===== config.mk =====
export PLATFORM = sky130hd
export DESIGN_NAME = uart_tx_fifo
export DESIGN_NICKNAME = d
export VERILOG_FILES = /design/src/rtl/uart_pkg.sv /design/src/rtl/sync_fifo.sv /design/src/rtl/uart_tx_fifo.sv
export SDC_FILE = /design/constraint.sdc
export NUM_CORES = 1
export LEC_CHECK = 0
export ABC_CLOCK_PERIOD_IN_PS = 2800
export BUFFER_PORTS_ARGS = -buffer_cell sky130_fd_sc_hd__buf_2
export CORE_MARGIN = 2
export CORE_UTILIZATION = 58
export DETAILED_ROUTE_END_ITERATION = 6
export PLACE_DENSITY = 0.79
export SYNTH_ARGS = -nofsm -noshare
export SYNTH_HDL_FRONTEND = slang
export SYNTH_HIERARCHICAL = 1
export SYNTH_SLANG_ARGS = --single-unit

===== constraint.sdc =====
create_clock -name clk -period 2.8 [get_ports clk]
set_input_delay 0.28 -clock clk [delete_from_list [all_inputs] [get_ports clk]]
set_output_delay 0.28 -clock clk [all_outputs]
set_load 0.05 [all_outputs]

===== src/rtl/uart_pkg.sv =====
// Shared definitions for the buffered UART transmitter: parity modes,
// transmitter state encoding and the parity helper.
package uart_pkg;

  localparam int unsigned PAR_NONE = 0;
  localparam int unsigned PAR_EVEN = 1;
  localparam int unsigned PAR_ODD  = 2;

  localparam int unsigned MAX_DATA_W = 9;

  typedef enum logic [2:0] {
    ST_IDLE   = 3'd0,
    ST_START  = 3'd1,
    ST_DATA   = 3'd2,
    ST_PARITY = 3'd3,
    ST_STOP   = 3'd4
  } tx_state_e;

  // Data is zero-extended to MAX_DATA_W; zero padding does not change the XOR.
  function automatic logic parity_bit(input logic [MAX_DATA_W-1:0] data,
                                      input int unsigned mode);
    return (^data) ^ (mode == PAR_ODD);
  endfunction

endpackage


===== src/rtl/sync_fifo.sv =====
// Single-clock FIFO with registered occupancy and ready; head word is
// presented combinationally on head_c.
module sync_fifo
  import uart_pkg::*;
#(
  parameter int unsigned WIDTH = 8,
  parameter int unsigned DEPTH = 4
) (
  input  logic                     clk,
  input  logic                     resetn,
  input  logic                     push,
  input  logic [WIDTH-1:0]         wdata,
  input  logic                     pop,
  output logic [WIDTH-1:0]         head_c,
  output logic                     ready,
  output logic [$clog2(DEPTH):0]   count
);

  localparam int unsigned PTR_W = $clog2(DEPTH);
  localparam int unsigned CNT_W = PTR_W + 1;

  logic [WIDTH-1:0] mem [DEPTH];
  logic [PTR_W-1:0] wr_ptr;
  logic [PTR_W-1:0] rd_ptr;
  logic [CNT_W-1:0] count_next;
  logic             do_push;
  logic             do_pop;

  assign do_push = push && ready;
  assign do_pop  = pop && (count != '0);
  assign head_c  = mem[rd_ptr];

  always_comb begin
    count_next = count;
    case ({do_push, do_pop})
      2'b10:   count_next = count + CNT_W'(1);
      2'b01:   count_next = count - CNT_W'(1);
      default: count_next = count;
    endcase
  end

  // Pointers wrap naturally because DEPTH is a power of two.
  always_ff @(posedge clk or negedge resetn) begin
    if (!resetn) begin
      wr_ptr <= '0;
      rd_ptr <= '0;
      count  <= '0;
      ready  <= 1'b0;
    end else begin
      if (do_push) wr_ptr <= wr_ptr + PTR_W'(1);
      if (do_pop)  rd_ptr <= rd_ptr + PTR_W'(1);
      count <= count_next;
      ready <= (count_next < CNT_W'(DEPTH));
    end
  end

  always_ff @(posedge clk) begin
    if (do_push) mem[wr_ptr] <= wdata;
  end

endmodule


===== src/rtl/uart_tx_fifo.sv =====
// Buffered UART transmitter: words queue in a sync_fifo and are sent as
// start / data (LSB first) / optional parity / stop frames on pin.
module uart_tx_fifo
  import uart_pkg::*;
#(
  parameter int unsigned DATA_W       = 8,
  parameter int unsigned CLKS_PER_BIT = 16,
  parameter int unsigned PARITY       = 0,
  parameter int unsigned STOP_BITS    = 1,
  parameter int unsigned FIFO_DEPTH   = 4
) (
  input  logic                          clk,
  input  logic                          resetn,
  input  logic                          tx_en,
  input  logic [DATA_W-1:0]             in_data,
  input  logic                          in_valid,
  output logic                          in_ready,
  output logic                          pin,
  output logic                          busy,
  output logic [$clog2(FIFO_DEPTH):0]   fifo_count
);

  localparam int unsigned BAUD_W = (CLKS_PER_BIT > 2) ? $clog2(CLKS_PER_BIT) : 1;
  localparam int unsigned BIT_W  = $clog2(DATA_W + 1);

  tx_state_e          state;
  tx_state_e          state_n;
  logic [BAUD_W-1:0]  baud_cnt;
  logic [BAUD_W-1:0]  baud_n;
  logic [BIT_W-1:0]   bit_cnt;
  logic [BIT_W-1:0]   bit_n;
  logic [DATA_W-1:0]  shreg;
  logic [DATA_W-1:0]  shreg_n;
  logic               par_q;
  logic               par_n;
  logic               pin_n;
  logic               pop;
  logic               last_tick;
  logic               can_pop;
  logic               head_par;
  logic [DATA_W-1:0]  head;

  sync_fifo #(
    .WIDTH (DATA_W),
    .DEPTH (FIFO_DEPTH)
  ) u_fifo (
    .clk    (clk),
    .resetn (resetn),
    .push   (in_valid),
    .wdata  (in_data),
    .pop    (pop),
    .head_c (head),
    .ready  (in_ready),
    .count  (fifo_count)
  );

  assign last_tick = (baud_cnt == BAUD_W'(CLKS_PER_BIT - 1));
  assign can_pop   = tx_en && (fifo_count != '0);
  assign head_par  = parity_bit(MAX_DATA_W'(head), PARITY);

  always_ff @(posedge clk or negedge resetn) begin
    if (!resetn) begin
      state    <= ST_IDLE;
      baud_cnt <= '0;
      bit_cnt  <= '0;
      shreg    <= '0;
      par_q    <= 1'b0;
      pin      <= 1'b1;
      busy     <= 1'b0;
    end else begin
      state    <= state_n;
      baud_cnt <= baud_n;
      bit_cnt  <= bit_n;
      shreg    <= shreg_n;
      par_q    <= par_n;
      pin      <= pin_n;
      busy     <= (state_n != ST_IDLE);
    end
  end

  // pin is registered from the next-state decision so each bit lines up
  // with the edge that enters its state.
  always_comb begin
    state_n = state;
    baud_n  = baud_cnt + BAUD_W'(1);
    bit_n   = bit_cnt;
    shreg_n = shreg;
    par_n   = par_q;
    pin_n   = pin;
    pop     = 1'b0;
    case (state)
      ST_IDLE: begin
        baud_n = '0;
        pin_n  = 1'b1;
        if (can_pop) begin
          pop     = 1'b1;
          shreg_n = head;
          par_n   = head_par;
          state_n = ST_START;
          pin_n   = 1'b0;
        end
      end
      ST_START: begin
        if (last_tick) begin
          state_n = ST_DATA;
          baud_n  = '0;
          bit_n   = '0;
          pin_n   = shreg[0];
        end
      end
      ST_DATA: begin
        if (last_tick) begin
          baud_n = '0;
          if (bit_cnt == BIT_W'(DATA_W - 1)) begin
            bit_n = '0;
            if (PARITY != PAR_NONE) begin
              state_n = ST_PARITY;
              pin_n   = par_q;
            end else begin
              state_n = ST_STOP;
              pin_n   = 1'b1;
            end
          end else begin
            bit_n   = bit_cnt + BIT_W'(1);
            shreg_n = shreg >> 1;
            pin_n   = shreg[1];
          end
        end
      end
      ST_PARITY: begin
        if (last_tick) begin
          state_n = ST_STOP;
          baud_n  = '0;
          bit_n   = '0;
          pin_n   = 1'b1;
        end
      end
      ST_STOP: begin
        if (last_tick) begin
          baud_n = '0;
          if (bit_cnt == BIT_W'(STOP_BITS - 1)) begin
            bit_n = '0;
            if (can_pop) begin
              pop     = 1'b1;
              shreg_n = head;
              par_n   = head_par;
              state_n = ST_START;
              pin_n   = 1'b0;
            end else begin
              state_n = ST_IDLE;
              pin_n   = 1'b1;
            end
          end else begin
            bit_n = bit_cnt + BIT_W'(1);
          end
        end
      end
      default: begin
        state_n = ST_IDLE;
        baud_n  = '0;
        pin_n   = 1'b1;
      end
    endcase
  end

endmodule


==> results of run 1 <==
[stage by stage]
step / instance area [um^2] / total power [uW]
detailed placement: 2880 / 2460
global route: 3090 / 3420
CTS: 3090 / 3240
finish: 3090 / 3210
floorplan: 2760 / 2210
global placement: 2880 / 2370
[cell usage after synthesis (all sizes together), types with 2 or more instances]
cell type	number
nor4	2
o31a	2
dfrtp	28
inv	7
edfxtp	32
a21oi	6
a31oi	2
o21ai	8
nor3	6
buf	6
nand3	5
nand2b	2
nor3b	4
mux4	8
mux2	14
nand2	4
xor2	2
ha	8
o31ai	2
and3	6
nor2	8
xnor2	8
[state kept, by name, summed over array words and instances (netlist names), named ones only]
signal,cells
u_fifo/wr_ptr,2
baud_cnt,4
pin,1
u_fifo/mem,32
u_fifo/count,2
state,3
u_fifo/rd_ptr,2
busy,1
shreg,8
bit_cnt,4
u_fifo/ready,1
[final cells by class]
cell class / instances / share of cell area, %
Tap cell: 54 / 2.18
Clock inverter: 7 / 2.43
Clock buffer: 9 / 4.00
Timing Repair Buffer: 20 / 3.56
Sequential cell: 61 / 54.6
Inverter: 7 / 0.850
Multi-Input combinational cell: 115 / 32.4
[metal layers]
metal  part of all wire [%]  global-route usage (%)  wire (um)
met1                     41                    26.5       1990
met4                    1.8                    10.3         85
met3                    5.0                    6.35        243
met2                     52                    35.6       2500
met5                      0                       0          0
[final timing paths]
path / startpoint / endpoint / cells past startpoint
worst max-delay path: bit_cnt[0] / u_fifo/count[1] / 9
worst min-delay path: in_data[2] / u_fifo/mem[0][2] / 1
worst max register to register: bit_cnt[0] / u_fifo/count[1] / 9
worst min register to register: shreg[4] / shreg[4] / 1
max in group asynchronous: resetn / baud_cnt[3] / 2
min in group asynchronous: resetn / bit_cnt[2] / 2
[power by group through the flow]
stage / clock, uW / sequential, uW / combinational [uW]
finish: 759 / 1460 / 992
global route: 828 / 1500 / 1090
floorplan: 0 / 1490 / 720
detailed placement: 0 / 1470 / 993
global placement: 0 / 1440 / 931
CTS: 782 / 1450 / 999
[worst max-delay path: stages, from the launching register on]
cell	delay, ns
dfrtp_1	0.43
inv_1	0.09
ha_1	0.15
nor3b_1	0.36
nand2_1	0.14
a21oi_1	0.19
o31a_1	0.23
ha_1	0.23
fa_1	0.42
mux2_2	0.27
[layout by cell type (no fill, tap or decap), drive strengths merged, types with 2 or more instances in the layout]
cell	Yosys	final
o21ai	8	8
nor3	6	6
clkinv	0	5
o31a	2	2
inv	7	8
nand2	4	4
buf	6	19
nor3b	4	4
xor2	2	2
mux4	8	8
and3	6	6
a31oi	2	2
clkbuf	1	9
ha	8	8
dfrtp	28	28
nand3	5	5
o31ai	2	2
nor2	8	8
xnor2	8	8
mux2	14	14
edfxtp	32	32
nand2b	2	2
a21oi	6	6
nor4	2	2
[cells by family after synthesis]
| family | Yosys count | synth area share, % |
|---|---|---|
| multiplexers | 22 | 12.2 |
| AND/OR/NAND/NOR | 44 | 9.30 |
| XOR/XNOR | 10 | 3.17 |
| flip-flops | 61 | 61.2 |
| adder cells (fa/ha/maj) | 9 | 4.35 |
| buffers and inverters | 14 | 2.49 |
| AO/OA/AOI/OAI | 30 | 7.26 |
==> results_dict.tcl, run 1 <==
set metrics [dict create \
    ant_nets 0 \
    gr-total-overflow 0 \
    detailedRoute.firstPassIterationCount 7 \
    initial_core_util_pct 59.2 \
    run_status "finished, final reports clean" \
    postSynthNetCount 211 \
    tritoncts "yes" \
    vias 1666 \
    design.core.area_mm2 0.00466 \
    yosys_register_bits 61 \
    power_density_over_the_cells_mw_per_mm2 1040 \
    fillers 327 \
    ys_seq_area_share_pct 61.2 \
    synth.lib_cells_used.distinct 47 \
    vdd_ir_drop_max_mv 0.593 \
    grt_setup_unrepaired "false" \
    number_of_antenna_violations_at_the_first_check_in_global_routing 0 \
    floorplan_die_width_um 73.0 \
    place_ws_ns 0.232 \
    comb_power_share_pct 30.9 \
    avgRoutedWirePerCell_um 17.7 \
    finalHoldWorstSlack_ns 0.156 \
    final_report_max_slew_violation_count 0 \
    mappedNetlistArea_mm2 0.00276 \
    vias_per_cell 6.10 \
    number_of_antenna_diodes 0 \
    syn_inst 190 \
    post-route-drc-count 0 \
    avgSynthCellArea_um2 14.5 \
    worst_skew_late_latency_ns 0.33 \
    synth.largest_area_cell "edfxtp_1" \
    grt_first_pass_wirelength_mm 8.37 \
    cts.htree.levels 3 \
    cts_setup_buffers 0 \
    grt_max_degree 30 \
    netSwitchingFraction_pct 35.0 \
    critPathMaxFanout 4 \
    final_core_util_pct 66.4 \
    design.die.area_mm2 0.00532 \
    first_iter_violations 186 \
    tritoncts.num_buffers 9 \
    total_switching_power_uw 1120 \
    totalNegativeSetupSlack_ns 0 \
    buffer_ports.inserted 17 \
    timing.critical_path.arrival_ns 2.84 \
    cap_viol_max_count 0 \
    power.sequential.fraction_pct 45.4 \
    final-seq-area_mm2 0.00169 \
    timing.critical_path.from_type "register" \
    gp_congestion 0.934 \
    hold_viol 0 \
    drive_above_1_share_pct 24.7 \
    ctsHoldBuffers 1 \
    nNetsFinal 235 \
    ios 18 \
    place.detailed.hpwl_mm 3.41 \
    tightest_slew_ns 0.650 \
    asyncSetResetFlopFracSynth_pct 47.5 \
    wirelength_mm 4.82 \
    static_power_due_to_leakage_uw 0.00121 \
    clock_skew_ns 0.00406 \
    synth_ff_type "edfxtp_1" \
    final_period_minus_worst_setup_slack_ns 2.62 \
    min-delay-path-class "in -> reg" \
    power.clock.fraction_pct 23.7 \
    reg2reg_setup_slack_ns 0.18 \
    synth-edff-count 32 \
    flow.area_growth_from_synthesis_pct 12.1 \
    row_count 25 \
    post-synth-top-area-fraction_pct 34.8 \
    number_of_synthesis_warnings 6 \
    cts_root_buffer "clkbuf_8" \
    clk_transition_reported_paths_ns 0.07 \
    report.final.setup_viol 0 \
    die_h_um 73.0 \
    clock-sinks 61 \
    placedCellCount 256 \
    crit_required_ns 3.02 \
    track_usage_pct 21.7 \
    cts.repair.resized 0 \
    crit_type "reg -> reg" \
    final_cell_count_without_fillers 273 \
    yosys-top-cells-area "edfxtp_1, dfrtp_1, mux4_2" \
    first_global_vias 1778 \
    cts.path.max_buffers 2 \
    cell_internal_pwr_uw 2080 \
    final_critical_path_setup_slack_ns 0.178 \
    crit_path_end_kind "register" \
    relSlewSlack_pct 56.6 \
    multi_input_comb_area_mm2 0.00100 \
    clock.fmax_mhz 381 \
    period_share_pct 93.7 \
]
Power figures use the tool's default switching activity.
==> inputs of run 2 (changes only) <==
--- a/config.mk
+++ b/config.mk
@@ -11,6 +11,8 @@
 export CORE_UTILIZATION = 58
 export DETAILED_ROUTE_END_ITERATION = 6
 export PLACE_DENSITY = 0.79
+export REMOVE_ABC_BUFFERS = 1
+export SLEW_MARGIN = 15
 export SYNTH_ARGS = -nofsm -noshare
 export SYNTH_HDL_FRONTEND = slang
 export SYNTH_HIERARCHICAL = 1
==> results_dict.tcl, run 2 (synthesis gave the netlist of run 1 again) <==
set metrics [dict create \
    power.sequential.fraction_pct 44.5 \
    slowest_delay_ns 0.43 \
    critPathTopFamily "adder cells" \
    period_share_pct 89.3 \
    tightest_slew_ns 0.636 \
    static_power_due_to_leakage_uw 0.00122 \
    critical-path-top-cell-by-count "ha_1" \
    gr-total-overflow 0 \
    place.detailed.hpwl_mm 3.29 \
    number_of_antenna_diodes 0 \
    grt_setup_unrepaired "false" \
    worst_path_cell_chain "inv_1 > ha_1 > nor3b_1 > nand2_1 > a21oi_1 > o31a_1 > ha_1 > fa_1 > mux2_2" \
    critPathMaxFanout 4 \
    post-layout-total-power_uw 3210 \
    first_global_vias 1721 \
    track_usage_pct 21.4 \
    cts_root_buffer "clkbuf_8" \
    crit_path_end_kind "register" \
    max_flop_register "u_fifo/mem" \
    die_h_um 73.0 \
    row_count 25 \
    grt_first_pass_wirelength_mm 8.31 \
    reg.largest.list "u_fifo/mem (32), shreg (8)" \
    report.final.setup_viol 0 \
    power_density_over_the_cells_mw_per_mm2 1030 \
    cts.path.max_buffers 2 \
    hold_viol 0 \
    fillers 326 \
    netSwitchingFraction_pct 34.8 \
    largest_reg_flops 32 \
    drive_above_1_share_pct 24.9 \
    clock-sinks 61 \
    vdd_ir_drop_max_mv 0.569 \
    cell_internal_pwr_uw 2090 \
    ios 18 \
    power.clock.fraction_pct 23.6 \
    relSlewSlack_pct 57.6 \
    first_iter_violations 213 \
    worst_path_max_delay_cell "dfrtp_1" \
    buffer_ports.inserted 17 \
    run_status "finished, final reports clean" \
    vias_per_cell 6.07 \
    detailedRoute.firstPassIterationCount 4 \
    timing.critical_path.from_type "register" \
    ant_nets 0 \
    worst_skew_late_latency_ns 0.34 \
    tritoncts "yes" \
    totalNegativeSetupSlack_ns 0 \
    min-delay-path-class "in -> reg" \
    layout.cells.most_common "edfxtp_1" \
    clock_skew_ns 0.00908 \
    tritoncts.num_buffers 9 \
    total_switching_power_uw 1120 \
    final_report_max_slew_violation_count 0 \
    cap_viol_max_count 0 \
    crit_required_ns 3.03 \
    cts.htree.levels 3 \
    vias 1670 \
    most_used_cells_in_the_layout_excluding_fill_and_tap_cells "edfxtp_1, dfrtp_1, buf_2, clkbuf_8" \
    cp.buffers_inverters 1 \
    cts.repair.resized 0 \
    crit_type "reg -> reg" \
    nNetsFinal 237 \
    post-route-drc-count 0 \
    comb_power_share_pct 31.9 \
    gp_congestion 0.943 \
    design.die.area_mm2 0.00532 \
    initial_core_util_pct 59.2 \
    wirelength_mm 4.86 \
    design.core.area_mm2 0.00466 \
    flow.area_growth_from_synthesis_pct 12.4 \
    clk_transition_reported_paths_ns 0.07 \
    grt_max_degree 30 \
    avgRoutedWirePerCell_um 17.7 \
    floorplan_die_width_um 73.0 \
    number_of_antenna_violations_at_the_first_check_in_global_routing 0 \
    final_period_minus_worst_setup_slack_ns 2.50 \
    timing.critical_path.arrival_ns 2.73 \
    clock.fmax_mhz 400 \
]
[run 2: changes by cell type in the layout (fill, tap and decap cells not counted), sizes merged]
cell and change:
clkinvlp +1, buf +2, clkbuf +1, inv -1
clkinv -1
[run 2: layout make-up]
| class | instances | area [um^2] | share of cell area [%] |
|---|---|---|---|
| flip-flops and latches | 61 | 1690 | 54.4 |
| clock inverters | 6 | 65.1 | 2.10 |
| clock buffers | 10 | 128 | 4.11 |
| multi-input cells | 115 | 1000 | 32.3 |
| inverters | 7 | 26.3 | 0.847 |
| repair buffers | 22 | 125 | 4.03 |
| well taps | 54 | 67.6 | 2.18 |
[run 2: metrics by stage]
stage	setup slack [ns]	hold WS (ns)	area, um^2	cells	util (%)
finish	0.299	0.149	3100	275	66.6
global route	0.124	0.138	3100	275	66.6
CTS	0.339	0.137	3100	275	66.6
detailed placement	0.337	0.338	2900	258	62.2
global placement	0.412	0.322	2900	258	62.2
floorplan	0.345	-0.0156	2720	183	-
[run 2: power by group through the flow]
stage	Sequential (uW)	Clock, uW	Combinational, uW
floorplan	1550	0	620
detailed placement	1440	0	1020
CTS	1430	772	1030
global route	1470	817	1130
global placement	1430	0	965
finish	1430	758	1020
[run 2: metal layers]
layer / vias up / global-route usage [%] / part of all wire (%)
met3: 8 / 6.63 / 4.8
met4: 0 / 9.05 / 1.6
li1: 778 / - / -
met5: - / 0 / 0
met1: 826 / 27.9 / 44
met2: 58 / 33.5 / 50
[run 2: worst paths after layout]
check	from	to	slack [ns]	cells past startpoint
setup / recovery	bit_cnt[0]	u_fifo/count[1]	0.30	9
hold / removal	in_data[2]	u_fifo/mem[1][2]	0.15	1
setup reg to reg	bit_cnt[0]	u_fifo/count[1]	0.30	9
hold reg to reg	shreg[2]	shreg[2]	0.49	1
max in group asynchronous	resetn	shreg[4]	1.89	2
min in group asynchronous	resetn	bit_cnt[3]	0.49	2
[run 2: worst register-to-register path, delay by kind of cell, from the launching register on]
kind | cells | cell delay [ns]
AO/OA/AOI/OAI | 2 | 0.38
flip-flops | 1 | 0.43
buffers and inverters | 1 | 0.08
AND/OR/NAND/NOR | 2 | 0.44
multiplexers | 1 | 0.27
adder cells (fa/ha/maj) | 3 | 0.79
[run 2: timing repair]
action	4_1_cts	5_1_grt
buffers inserted	0	0
hold buffers	1	0
endpoints found under the hold margin	28	0
